==> config.mk <==
export PLATFORM = sky130hd
export DESIGN_NAME = button_conditioner
export DESIGN_NICKNAME = d
export VERILOG_FILES = /design/src/rtl/button_conditioner.sv
export SDC_FILE = /design/constraint.sdc
export NUM_CORES = 1
export LEC_CHECK = 0
export CAP_MARGIN = 20
export CORE_MARGIN = 2
export CORE_UTILIZATION = 45
export CTS_CLUSTER_DIAMETER = 40
export DETAILED_ROUTE_END_ITERATION = 12
export GPL_ROUTABILITY_DRIVEN = 0
export MAX_ROUTING_LAYER = met4
export PLACE_DENSITY = 0.63
export SYNTH_ARGS = -nofsm -noshare
export SYNTH_HDL_FRONTEND = slang
export SYNTH_SLANG_ARGS = --single-unit
==> constraint.sdc <==
create_clock -name clk -period 6 [get_ports clk]
set_input_delay 0.6 -clock clk [delete_from_list [all_inputs] [get_ports clk]]
set_output_delay 0.6 -clock clk [all_outputs]
set_load 0.05 [all_outputs]
==> src/rtl/button_conditioner.sv <==
// Synchronise, debounce and edge-detect NUM_BTN push-buttons and derive a one-hot speed select.
// Build option: define STICKY_SELECT_EN to latch the last pressed button instead of following levels.
module button_debounce #(
    parameter int DEBOUNCE_CYCLES = 1000000,
    parameter int SYNC_STAGES     = 2
) (
    input  logic clk,
    input  logic rst_n,
    input  logic i_raw,
    output logic o_level,
    output logic o_press
);
    localparam int CNT_W = $clog2(DEBOUNCE_CYCLES);
    localparam logic [CNT_W-1:0] CNT_MAX = CNT_W'(DEBOUNCE_CYCLES - 1);

    typedef enum logic [1:0] {LO, RISE, HI, FALL} state_t;

    logic [SYNC_STAGES-1:0] r_sync;
    state_t                 r_state, w_state_nxt;
    logic [CNT_W-1:0]       r_cnt, w_cnt_nxt;
    logic                   r_level, r_press;
    logic                   w_s;

    assign w_s = r_sync[SYNC_STAGES-1];

    always_ff @(posedge clk or negedge rst_n) begin
        if (!rst_n) begin
            r_sync  <= '0;
            r_state <= LO;
            r_cnt   <= '0;
            r_level <= 1'b0;
            r_press <= 1'b0;
        end else begin
            r_sync  <= {r_sync[SYNC_STAGES-2:0], i_raw};
            r_state <= w_state_nxt;
            r_cnt   <= w_cnt_nxt;
            r_level <= (w_state_nxt == HI) || (w_state_nxt == FALL);
            r_press <= (r_state == RISE) && (w_state_nxt == HI);
        end
    end

    // The counter stops at CNT_MAX because reaching it always leaves the qualifying state.
    always_comb begin
        w_state_nxt = r_state;
        w_cnt_nxt   = r_cnt;
        case (r_state)
            LO: if (w_s) begin
                w_state_nxt = RISE;
                w_cnt_nxt   = '0;
            end
            RISE: begin
                if (!w_s) begin
                    w_state_nxt = LO;
                    w_cnt_nxt   = '0;
                end else if (r_cnt == CNT_MAX) begin
                    w_state_nxt = HI;
                    w_cnt_nxt   = '0;
                end else begin
                    w_cnt_nxt = r_cnt + CNT_W'(1);
                end
            end
            HI: if (!w_s) begin
                w_state_nxt = FALL;
                w_cnt_nxt   = '0;
            end
            FALL: begin
                if (w_s) begin
                    w_state_nxt = HI;
                    w_cnt_nxt   = '0;
                end else if (r_cnt == CNT_MAX) begin
                    w_state_nxt = LO;
                    w_cnt_nxt   = '0;
                end else begin
                    w_cnt_nxt = r_cnt + CNT_W'(1);
                end
            end
            default: begin
                w_state_nxt = LO;
                w_cnt_nxt   = '0;
            end
        endcase
    end

    assign o_level = r_level;
    assign o_press = r_press;
endmodule

module button_conditioner #(
    parameter int NUM_BTN         = 5,
    parameter int DEBOUNCE_CYCLES = 1000000,
    parameter int SYNC_STAGES     = 2
) (
    input  logic               clk,
    input  logic               rst_n,
    input  logic [NUM_BTN-1:0] btn_raw,
    output logic [NUM_BTN-1:0] btn_level,
    output logic [NUM_BTN-1:0] btn_press,
    output logic [NUM_BTN-1:0] speed_sel
);
    logic [NUM_BTN-1:0] w_level, w_press, w_sel_nxt;
    logic [NUM_BTN-1:0] r_sel;

    for (genvar g = 0; g < NUM_BTN; g++) begin : g_btn
        button_debounce #(
            .DEBOUNCE_CYCLES(DEBOUNCE_CYCLES),
            .SYNC_STAGES    (SYNC_STAGES)
        ) u_deb (
            .clk    (clk),
            .rst_n  (rst_n),
            .i_raw  (btn_raw[g]),
            .o_level(w_level[g]),
            .o_press(w_press[g])
        );
    end

`ifdef STICKY_SELECT_EN
    localparam logic [NUM_BTN-1:0] SEL_RST = NUM_BTN'(1);

    // x & -x isolates the lowest set bit, so simultaneous presses resolve to the lowest index.
    always_comb begin
        w_sel_nxt = r_sel;
        if (|w_press)
            w_sel_nxt = w_press & (~w_press + NUM_BTN'(1));
    end
`else
    localparam logic [NUM_BTN-1:0] SEL_RST = '0;

    // Zero or several held buttons map to 0, the slowest speed downstream.
    always_comb begin
        w_sel_nxt = '0;
        if ((w_level != '0) && ((w_level & (w_level - NUM_BTN'(1))) == '0))
            w_sel_nxt = w_level;
    end
`endif

    always_ff @(posedge clk or negedge rst_n) begin
        if (!rst_n) r_sel <= SEL_RST;
        else        r_sel <= w_sel_nxt;
    end

    assign btn_level = w_level;
    assign btn_press = w_press;
    assign speed_sel = r_sel;
endmodule

==> flow_summary.yaml, run 1 <==
yosys:
  syn-mean-instance-area_um2: 9.740
  ys_ff_latch: 135
  ys_types: 60
  synth_area_mm2: 0.007042
  yosys_warnings: 0
  syn_nets: 735
  synth_cells: 723
  yosysSeqAreaShare_pct: 47.97
layout:
  fin_util_pct: 52.10
  nets: 741
  layout-drive-gt1-share_pct: 10.65
  area_delta_synth_final_pct: 12.90
  antennaDiodeCount: 0
route:
  drt_wl_total_um: 14590
  wl_per_cell_um: 15.31
  ant_nets: 0
  avgViaCountPerCell: 5.836
  vias: 5562
  firstDrtPassIters: 5
  route.detailed.drc: 0
  first_iter_violations: 471
timing:
  rsz0062_at_grt: "no"
  fin_worst_hold_slack_ns: 0.2420
  skew_ns: 0.006760
  tightest_slew_ns: 1.049
  finalHoldViolCount: 0
  finalSetupViolCount: 0
  max_slew_margin_pct: 30.09
  fmax_ghz: 0.4043
  report.final.slew_viol_count: 0
  final.setup.tns_ns: 0
  layout_min_cycle_time_ns: 2.473
  finalCritPeriodShare_pct: 41.22
die:
  die_w_um: 129.1
  die_y_um: 129.1
  start_util_pct: 46.15
  ios: 22
  core-area_mm2: 0.01526
  dieArea_mm2: 0.01667
  rows: 45
clocking:
  clk_pin_slew_ns: 0.06
  cts_buffers: 17
  cts_root_buf: "clkbuf_16"
  insertion_delay_ns: 0.42
  cts_resized: 0
  cts_tree: "yes"
  h-tree-depth: 4
  holdBufCountCts: 0
  postCtsSetupRepairBufs: 0
  clk_path_buf_depth: 2
  clock-sinks: 135
worst_hold_path:
  hp-class: "input pin to asynchronous set/reset pin"
worst_setup_path:
  crit_type: "flip-flop to flip-flop"
  worst-path-stages: 6
  r2r_start: "g_btn[1].u_deb.r_cnt[0]$_DFFE_PN0P_"
  reg2reg_slack_ns: 3.53
  crit_family: "simple AND/OR/NAND/NOR gates"
  cp-end-kind: "flip-flop"
  crit_chain: "ha_1 -> and4_1 -> nand4_1 -> o41a_1 -> or3b_1 -> nand3_1"
  critPathMaxStageDelay_ns: 0.84
  critical_path.slowest_cell: "o41a_1"
  ff2ff_path_depth: 6
  worstPathRequired_ns: 6.34
  critPathArrivalTime_ns: 2.82
  path_buf_inv: 0
  cp-start-kind: "flip-flop"
  cp_max_fo: 31
  r2r_end: "g_btn[1].u_deb.r_cnt[12]$_DFFE_PN0P_"
pwr:
  ir_drop_v: 0.0001978
  p_per_area_mw_per_mm2: 267.9
  leakage_nw: 3.301
global_route:
  grt-ovfl-total: 0
  grt_max_degree: 85
  antenna_found_initial: 0
  grt_use_total_pct: 19.24
  grt_pass1_wl_um: 24910
  grt_pass1_vias: 5278
run_status:
  outcome: "complete, no violations"
placement:
  dp_hpwl_um: 9511
  portBuffers: 21
job:
  max_cap_viol_count: 0
-- placed cells by master (no fill, tap or decap), drive strengths merged, types with 4 or more instances in the layout --
| cell type | count |
|---|---|
| nand4 | 28 |
| or2b | 5 |
| and4 | 7 |
| or3 | 7 |
| a22o | 16 |
| a21oi | 42 |
| or2 | 6 |
| nor2 | 28 |
| clkbuf | 21 |
| nor3b | 5 |
| clkdlybuf4s50 | 20 |
| a41oi | 7 |
| nand3 | 52 |
| mux2 | 14 |
| ha | 5 |
| nor3 | 14 |
| nand2b | 9 |
| a31oi | 60 |
| o211ai | 5 |
| inv | 18 |
| clkinv | 6 |
| buf | 5 |
| nand3b | 4 |
| dfrtp | 135 |
| and3 | 16 |
| o21ai | 34 |
| or4 | 7 |
| and2 | 14 |
| a21o | 8 |
| nor4 | 13 |
| mux2i | 6 |
| nand2 | 82 |
| xnor2 | 5 |
| xor2 | 12 |
-- where the power goes --
| group | internal [mW] | switching [mW] | total, mW | leakage [nW] |
|---|---|---|---|---|
| registers | 0.926 | 0.0180 | 0.944 | 1.84 |
| clock network | 0.697 | 0.395 | 1.09 | 0.305 |
| logic | 0.0300 | 0.0634 | 0.0934 | 1.15 |
-- area by class of cell --
| type | instances | area (um^2) |
|---|---|---|
| clock buffer | 21 | 480.5 |
| clock inverter | 11 | 146.4 |
| fill | 1335 | 7308 |
| inverter | 18 | 67.56 |
| multi-input combinational | 532 | 3357 |
| sequential | 135 | 3378 |
| tap | 211 | 264.0 |
| timing repair buffer | 25 | 256.5 |
-- cell families after synthesis --
kind of cell / share of synthesized area (%)
and+or+nand+nor: 25.09
xor gates and xnor gates: 2.114
adders and majority gates: 0.8884
DFF: 47.97
AOI/OAI and AO/OA: 16.49
muxes: 3.092
buffers and inverters: 4.353
-- Yosys cell counts (all sizes together) --
cell,n,area (um^2)
nor4b,2,23.77
or4,7,60.06
nor2b,2,12.51
nand2b,9,56.30
a22o,16,140.1
buf,30,208.9
and4,7,61.31
a21oi,42,221.5
and2,14,87.58
mux2,14,157.7
nand4,28,181.4
nor4bb,1,10.01
or2,6,37.54
o22ai,2,12.51
or2b,5,37.54
xor2,12,105.1
a21o,8,60.06
or3b,1,8.760
or3,7,43.79
inv,18,67.56
o311ai,1,8.760
nor3b,5,37.54
ha,5,62.56
nand2,82,307.8
dfrtp,135,3378
mux2i,6,60.06
and3,16,100.1
o2bb2ai,1,8.760
o31ai,3,22.52
clkbuf,8,30.03
o211ai,5,37.54
nand3,52,270.3
nor4,13,160.2
nor3,14,96.35
a32o,1,10.01
nand4b,1,8.760
o21ai,34,170.2
a41oi,7,61.31
xnor2,5,43.79
nand3b,4,30.03
a31oi,60,381.6
or4b,3,30.03
o41a,1,11.26
o21bai,2,15.01
nor2,28,105.1
-- layer usage --
| metal | global-route usage, % | vias to the layer above | wire length [um] |
|---|---|---|---|
| met3 | 4.129 | 15 | 498 |
| met2 | 29.04 | 110 | 6780 |
| met5 | - | - | 0 |
| li1 | - | 2709 | - |
| met1 | 25.90 | 2728 | 7134 |
| met4 | 6.650 | 0 | 172 |
-- state kept, by name, indices dropped and copies added, names as in the netlist --
signal               count
g_btn.u_deb.r_cnt      100
g_btn.u_deb.r_state     10
g_btn.u_deb.r_sync      10
g_btn.u_deb.o_level      5
g_btn.u_deb.o_press      5
speed_sel                5
-- how the worst max path moves through the flow --
stage / start / to / slack, ns
floorplan: g_btn[1].u_deb.r_cnt[0]$_DFFE_PN0P_ / g_btn[1].u_deb.r_cnt[0]$_DFFE_PN0P_ / 4.06
global placement: g_btn[1].u_deb.r_cnt[0]$_DFFE_PN0P_ / g_btn[1].u_deb.r_cnt[12]$_DFFE_PN0P_ / 3.66
detailed placement: g_btn[1].u_deb.r_cnt[0]$_DFFE_PN0P_ / g_btn[1].u_deb.r_cnt[12]$_DFFE_PN0P_ / 3.56
CTS: g_btn[1].u_deb.r_cnt[0]$_DFFE_PN0P_ / g_btn[1].u_deb.r_cnt[12]$_DFFE_PN0P_ / 3.53
global route: g_btn[1].u_deb.r_cnt[0]$_DFFE_PN0P_ / g_btn[1].u_deb.r_cnt[7]$_DFFE_PN0P_ / 3.31
finish: g_btn[1].u_deb.r_cnt[0]$_DFFE_PN0P_ / g_btn[1].u_deb.r_cnt[12]$_DFFE_PN0P_ / 3.53
-- stage by stage --
stage	worst slack, ns	instances	cell area, um^2	power, mW
after CTS	3.534	951	7920	2.151
after floorplan	4.058	723	7042	1.020
after global placement	3.660	919	7293	1.048
after global routing	3.306	953	7950	2.207
final	3.527	953	7950	2.130
after detailed placement	3.562	919	7293	1.053
Power figures use the tool's default switching activity.
==> run 2, diff against run 1 <==
- clock period: 6 -> 2.3 ns (I/O delays scaled with it)
==> run 2 against run 1 <==
  * Total power rose to 2.5 times the previous value
  * Worst setup slack worse by 3.4 ns
  * Critical path depth up 1
  * Clock power up 140%
  * Final cell count up 2.5%
  * Critical path type unchanged
  * Highest routed layer unchanged
==> flow_summary.yaml, run 2 (same netlist as run 1, synthesis figures left out) <==
run_status:
  outcome: "complete, no violations"
route:
  avgViaCountPerCell: 5.760
  firstDrtPassIters: 7
  wl_per_cell_um: 14.86
  maxUsedRoutingLayer: "met4"
  wl_met2_um: 6833
  vias: 5628
  route.detailed.drc: 0
  first_iter_violations: 467
  wl_met1_um: 6980
  drt_wl_total_um: 14520
  ant_nets: 0
  wl_met3_um: 571
timing:
  final.setup.tns_ns: 0
  finalHoldViolCount: 0
  tightest_slew_ns: 0.6734
  skew_ns: 0.01081
  finalCritPeriodShare_pct: 92.66
  fmax_ghz: 0.4692
  layout_min_cycle_time_ns: 2.131
  rsz0062_at_grt: "no"
  report.final.slew_viol_count: 0
  max_slew_margin_pct: 54.47
  finalSetupViolCount: 0
worst_setup_path:
  crit_chain: "ha_1 -> and4_1 -> nand4_1 -> o41a_1 -> buf_4 -> a41oi_1 -> a31oi_1"
  ff2ff_path_depth: 7
  cp-end-kind: "flip-flop"
  worstPathRequired_ns: 2.58
  cp-start-kind: "flip-flop"
  crit_type: "flip-flop to flip-flop"
  cp_max_fo: 18
  r2r_end: "g_btn[1].u_deb.r_cnt[19]$_DFFE_PN0P_"
  crit_family: "compound AO/OA/AOI/OAI gates"
  path_buf_inv: 1
  r2r_start: "g_btn[1].u_deb.r_cnt[0]$_DFFE_PN0P_"
  critical_path.slowest_cell: "o41a_1"
  critPathArrivalTime_ns: 2.42
  critPathMaxStageDelay_ns: 0.43
  reg2reg_slack_ns: 0.17
clocking:
  cts_root_buf: "clkbuf_16"
  clk_pin_slew_ns: 0.06
  clock-sinks: 135
  cts_tree: "yes"
  insertion_delay_ns: 0.41
  h-tree-depth: 4
  cts_buffers: 17
  clk_path_buf_depth: 2
pwr:
  ir_drop_v: 0.0004676
  swShare_pct: 22.80
  clock_power_share_pct: 48.8
  power.share.sequential_pct: 46.1
  p_switching_mw: 1.218
  p_per_area_mw_per_mm2: 656.7
  intPower_mw: 4.123
  leakage_nw: 3.421
  share_comb_of_total_power_pct: 5.0
die:
  ios: 22
  die_y_um: 129.1
  start_util_pct: 46.15
  core-area_mm2: 0.01526
  die_w_um: 129.1
  rows: 45
  dieArea_mm2: 0.01667
layout:
  fill_cells: 1366
  final_cells: 977
  final_common_cell: "dfrtp_1"
  antennaDiodeCount: 0
  largest_register_ffs: 100
  multi_input_area_mm2: 0.003388
  area_delta_synth_final_pct: 15.49
  nets: 767
  mostFrequentLayoutCells: "dfrtp_1 (135), nand2_1 (82), a31oi_1 (59)"
  seq_area_mm2: 0.003378
  top_register: "g_btn.u_deb.r_cnt"
  layout-drive-gt1-share_pct: 13.32
  reg_top3: "g_btn.u_deb.r_cnt: 100 flops, g_btn.u_deb.r_state: 10 flops, g_btn.u_deb.r_sync: 10 flops"
worst_hold_path:
  hold-path-endpoint: "g_btn[4].u_deb.r_sync[0]$_DFF_PN0_"
  hold_start: "btn_raw[4]"
  hold_depth: 1
  hp-class: "input pin to flip-flop"
global_route:
  grt_pass1_vias: 5365
  grt_max_degree: 49
  grt_use_total_pct: 19.81
  grt-ovfl-total: 0
  grt_pass1_wl_um: 25850
  antenna_found_initial: 0
job:
  max_cap_viol_count: 0
placement:
  dp_hpwl_um: 9956
  dp_cells: 946
  portBuffers: 21
run 2: area by class of cell:
type | instances | area share, %
well taps | 211 | 3.246
inverters | 18 | 0.8308
clock inverters | 12 | 1.615
flip-flops and latches | 135 | 41.54
multi-input cells | 532 | 41.66
repair buffers | 51 | 5.708
clock buffers | 18 | 5.400
run 2: through the flow:
step	util (%)	instance area (um^2)	power (mW)	hold slack (ns)	setup slack, ns
final	53.30	8133	5.341	0.2583	0.1688
after global placement	49.29	7521	2.762	0.1897	0.2008
after CTS	53.10	8102	5.422	0.2326	0.07511
after detailed placement	49.29	7521	2.773	0.1921	0.09455
after global routing	53.30	8133	5.586	0.2385	0.009582
after floorplan	-	7042	2.660	-0.06559	0.3580
run 2: what timing repair did:
item,in CTS,in global routing
endpoints found under the setup margin,0,22
buffers inserted,0,0
gates resized for setup,0,4
endpoints found under the hold margin,43,0
hold buffers,1,0
run 2: per-layer routing:
metal  GRT usage, %  up-vias
li1               -     2763
met1          26.68     2732
met2          29.94      121
met3          4.913       12
met4          5.818        0
met5              -        -
run 2: power by group through the flow:
stage | Sequential [mW] | Clock (mW) | Combinational, mW
global placement | 2.50 | 0 | 0.261
floorplan | 2.49 | 0 | 0.172
CTS | 2.46 | 2.69 | 0.273
finish | 2.46 | 2.61 | 0.270
global route | 2.47 | 2.81 | 0.311
detailed placement | 2.50 | 0 | 0.270
run 2: worst max path at each step:
stage                                                    from                                    to  slack, ns  cells past startpoint
final                     g_btn[1].u_deb.r_cnt[0]$_DFFE_PN0P_  g_btn[1].u_deb.r_cnt[19]$_DFFE_PN0P_       0.17                      7
after global routing      g_btn[1].u_deb.r_cnt[1]$_DFFE_PN0P_  g_btn[1].u_deb.r_cnt[19]$_DFFE_PN0P_       0.01                      7
after CTS                 g_btn[3].u_deb.r_cnt[0]$_DFFE_PN0P_   g_btn[3].u_deb.r_cnt[8]$_DFFE_PN0P_       0.08                      6
after detailed placement  g_btn[3].u_deb.r_cnt[0]$_DFFE_PN0P_   g_btn[3].u_deb.r_cnt[8]$_DFFE_PN0P_       0.09                      6
after global placement    g_btn[4].u_deb.r_cnt[0]$_DFFE_PN0P_  g_btn[4].u_deb.r_cnt[13]$_DFFE_PN0P_       0.20                      8
after floorplan           g_btn[1].u_deb.r_cnt[0]$_DFFE_PN0P_   g_btn[1].u_deb.r_cnt[0]$_DFFE_PN0P_       0.36                      7
==> run 3, diff against run 2 <==
- DONT_BUFFER_PORTS: not set -> 1
- PLACE_DENSITY: 0.63 -> 0.62
==> run 3 against run 2 <==
  * The flow now finishes with violations (negative hold slack)
  * Clock power up 8.4%
  * Via count decreased by 1.2%
  * Worst setup slack worse by 0.019 ns
  * Final cell count decreased by 1.5%
  * Sequential share of layout area rose by 0.80 points
  * Clock-buffer cell count increased by 1
  * Global-route usage is 0.58 points lower
  * Clock skew barely moved
  * Combinational power is 21% lower
  * Total power up 3.0%
  * Die area unchanged
  * Critical path type unchanged
==> flow_summary.yaml, run 3 (same netlist as run 1, synthesis figures left out) <==
run_status:
  outcome: "finished with violations"
  failed_checks: "negative hold slack"
clocking:
  h-tree-depth: 4
  holdBufCountCts: 5
  clk_pin_slew_ns: 0.06
  cts_buffers: 17
  cts_tree: "yes"
  clock-sinks: 135
  insertion_delay_ns: 0.41
  clk_path_buf_depth: 2
  postCtsSetupRepairBufs: 0
  cts_root_buf: "clkbuf_16"
worst_setup_path:
  worstPathRequired_ns: 2.60
  cp-end-kind: "flip-flop"
  critPathArrivalTime_ns: 2.45
  r2r_end: "g_btn[2].u_deb.r_cnt[7]$_DFFE_PN0P_"
  crit_type: "flip-flop to flip-flop"
  cp_max_fo: 13
  critical_path.slowest_cell: "nor4_2"
  cp-start-kind: "flip-flop"
  path_buf_inv: 1
  critPathMaxStageDelay_ns: 0.40
  crit_chain: "ha_1 -> nand2_1 -> nor4_2 -> a31oi_2 -> buf_4 -> a21o_1 -> a22o_1"
  crit_start: "g_btn[2].u_deb.r_cnt[0]$_DFFE_PN0P_"
  r2r_start: "g_btn[2].u_deb.r_cnt[0]$_DFFE_PN0P_"
  reg2reg_slack_ns: 0.15
  ff2ff_path_depth: 7
  crit_family: "compound AO/OA/AOI/OAI gates"
timing:
  report.final.slew_viol_count: 0
  setup_slack_ns: 0.1496
  fmax_ghz: 0.4650
  skew_ns: 0.01068
  finalCritPeriodShare_pct: 93.50
  fin_worst_hold_slack_ns: -0.4886
  rsz0062_at_grt: "no"
  finalHoldViolCount: 135
  finalSetupViolCount: 0
  final.setup.tns_ns: 0
  max_slew_margin_pct: 57.87
  tightest_slew_ns: 0.6296
  layout_min_cycle_time_ns: 2.150
layout:
  fin_util_pct: 52.29
  area_delta_synth_final_pct: 13.31
  final_common_cell: "dfrtp_1"
  layout-drive-gt1-share_pct: 13.72
  fill_cells: 1327
  nets: 750
  top_register: "g_btn.u_deb.r_cnt"
  mostFrequentLayoutCells: "dfrtp_1 (135), nand2_1 (82), a31oi_1 (59)"
  largest_register_ffs: 100
  reg_top3: "g_btn.u_deb.r_cnt: 100 flops, g_btn.u_deb.r_state: 10 flops, g_btn.u_deb.r_sync: 10 flops"
  antennaDiodeCount: 0
die:
  core-area_mm2: 0.01526
  start_util_pct: 46.15
  rows: 45
  dieArea_mm2: 0.01667
  die_y_um: 129.1
  ios: 22
  die_w_um: 129.1
pwr:
  share_comb_of_total_power_pct: 3.9
  p_per_area_mw_per_mm2: 689.4
  power.share.sequential_pct: 44.8
  total_power_mw: 5.500
  intPower_mw: 4.279
  swShare_pct: 22.20
  ir_drop_v: 0.0005159
  clock_power_share_pct: 51.4
  p_switching_mw: 1.221
  leakage_nw: 3.371
placement:
  portBuffers: 0
  post-place-ws_ns: 0.05960
  dp_hpwl_um: 9517
route:
  route.detailed.drc: 0
  firstDrtPassIters: 5
  drt_wl_total_um: 14480
  avgViaCountPerCell: 5.782
  ant_nets: 0
  vias: 5562
  wl_per_cell_um: 15.06
  first_iter_violations: 395
global_route:
  grt_use_total_pct: 19.24
  grt_pass1_vias: 5329
  antenna_found_initial: 0
  grt_pass1_wl_um: 25070
  grt_max_degree: 136
  grt-ovfl-total: 0
worst_hold_path:
  hp-class: "input pin to asynchronous set/reset pin"
job:
  max_cap_viol_count: 0
==> run 3: worst max path at each step <==
stage                     cells past startpoint                                    to  slack (ns)
after detailed placement                      6  g_btn[0].u_deb.r_cnt[17]$_DFFE_PN0P_        0.06
final                                         7   g_btn[2].u_deb.r_cnt[7]$_DFFE_PN0P_        0.15
after floorplan                               7   g_btn[1].u_deb.r_cnt[0]$_DFFE_PN0P_        0.36
after CTS                                     6  g_btn[0].u_deb.r_cnt[17]$_DFFE_PN0P_        0.06
after global placement                        6   g_btn[0].u_deb.r_cnt[2]$_DFFE_PN0P_        0.13
after global routing                          7   g_btn[4].u_deb.r_cnt[2]$_DFFE_PN0P_        0.03
==> run 3: through the flow <==
step           cells  area, um^2
2_1_floorplan    723        7042
5_1_grt          962        7979
3_3_place_gp     924        7277
3_5_place_dp     924        7277
4_1_cts          961        7949
6_report         962        7979
==> run 3: cell type report <==
cell class / instances / area, um^2 / area share, %
flip-flops and latches: 135 / 3378 / 42.34
multi-input cells: 532 / 3372 / 42.26
clock buffers: 19 / 452.9 / 5.677
repair buffers: 34 / 275.3 / 3.450
well taps: 211 / 264.0 / 3.309
clock inverters: 13 / 168.9 / 2.117
inverters: 18 / 67.56 / 0.8468
==> run 3: metal layers <==
layer  vias to the layer above  global-route usage, %  share of wire, %
met5                         -                      -                 0
li1                       2726                      -                 -
met4                         0                  7.673               1.1
met1                      2723                  25.93                49
met2                       103                  28.42                47
met3                        10                  4.211               3.2
==> run 3: power groups by stage <==
stage / logic, mW / clock network, mW / registers, mW
6_report: 0.212 / 2.83 / 2.46
5_1_grt: 0.238 / 3.01 / 2.47
4_1_cts: 0.209 / 2.90 / 2.46
3_5_place_dp: 0.202 / 0 / 2.50
3_3_place_gp: 0.194 / 0 / 2.50
2_1_floorplan: 0.172 / 0 / 2.49
==> run 3: timing repair <==
item / in CTS / in global routing
hold endpoints to repair: 140 / 135
resized for setup: 0 / 2
setup endpoints to repair: 0 / 19
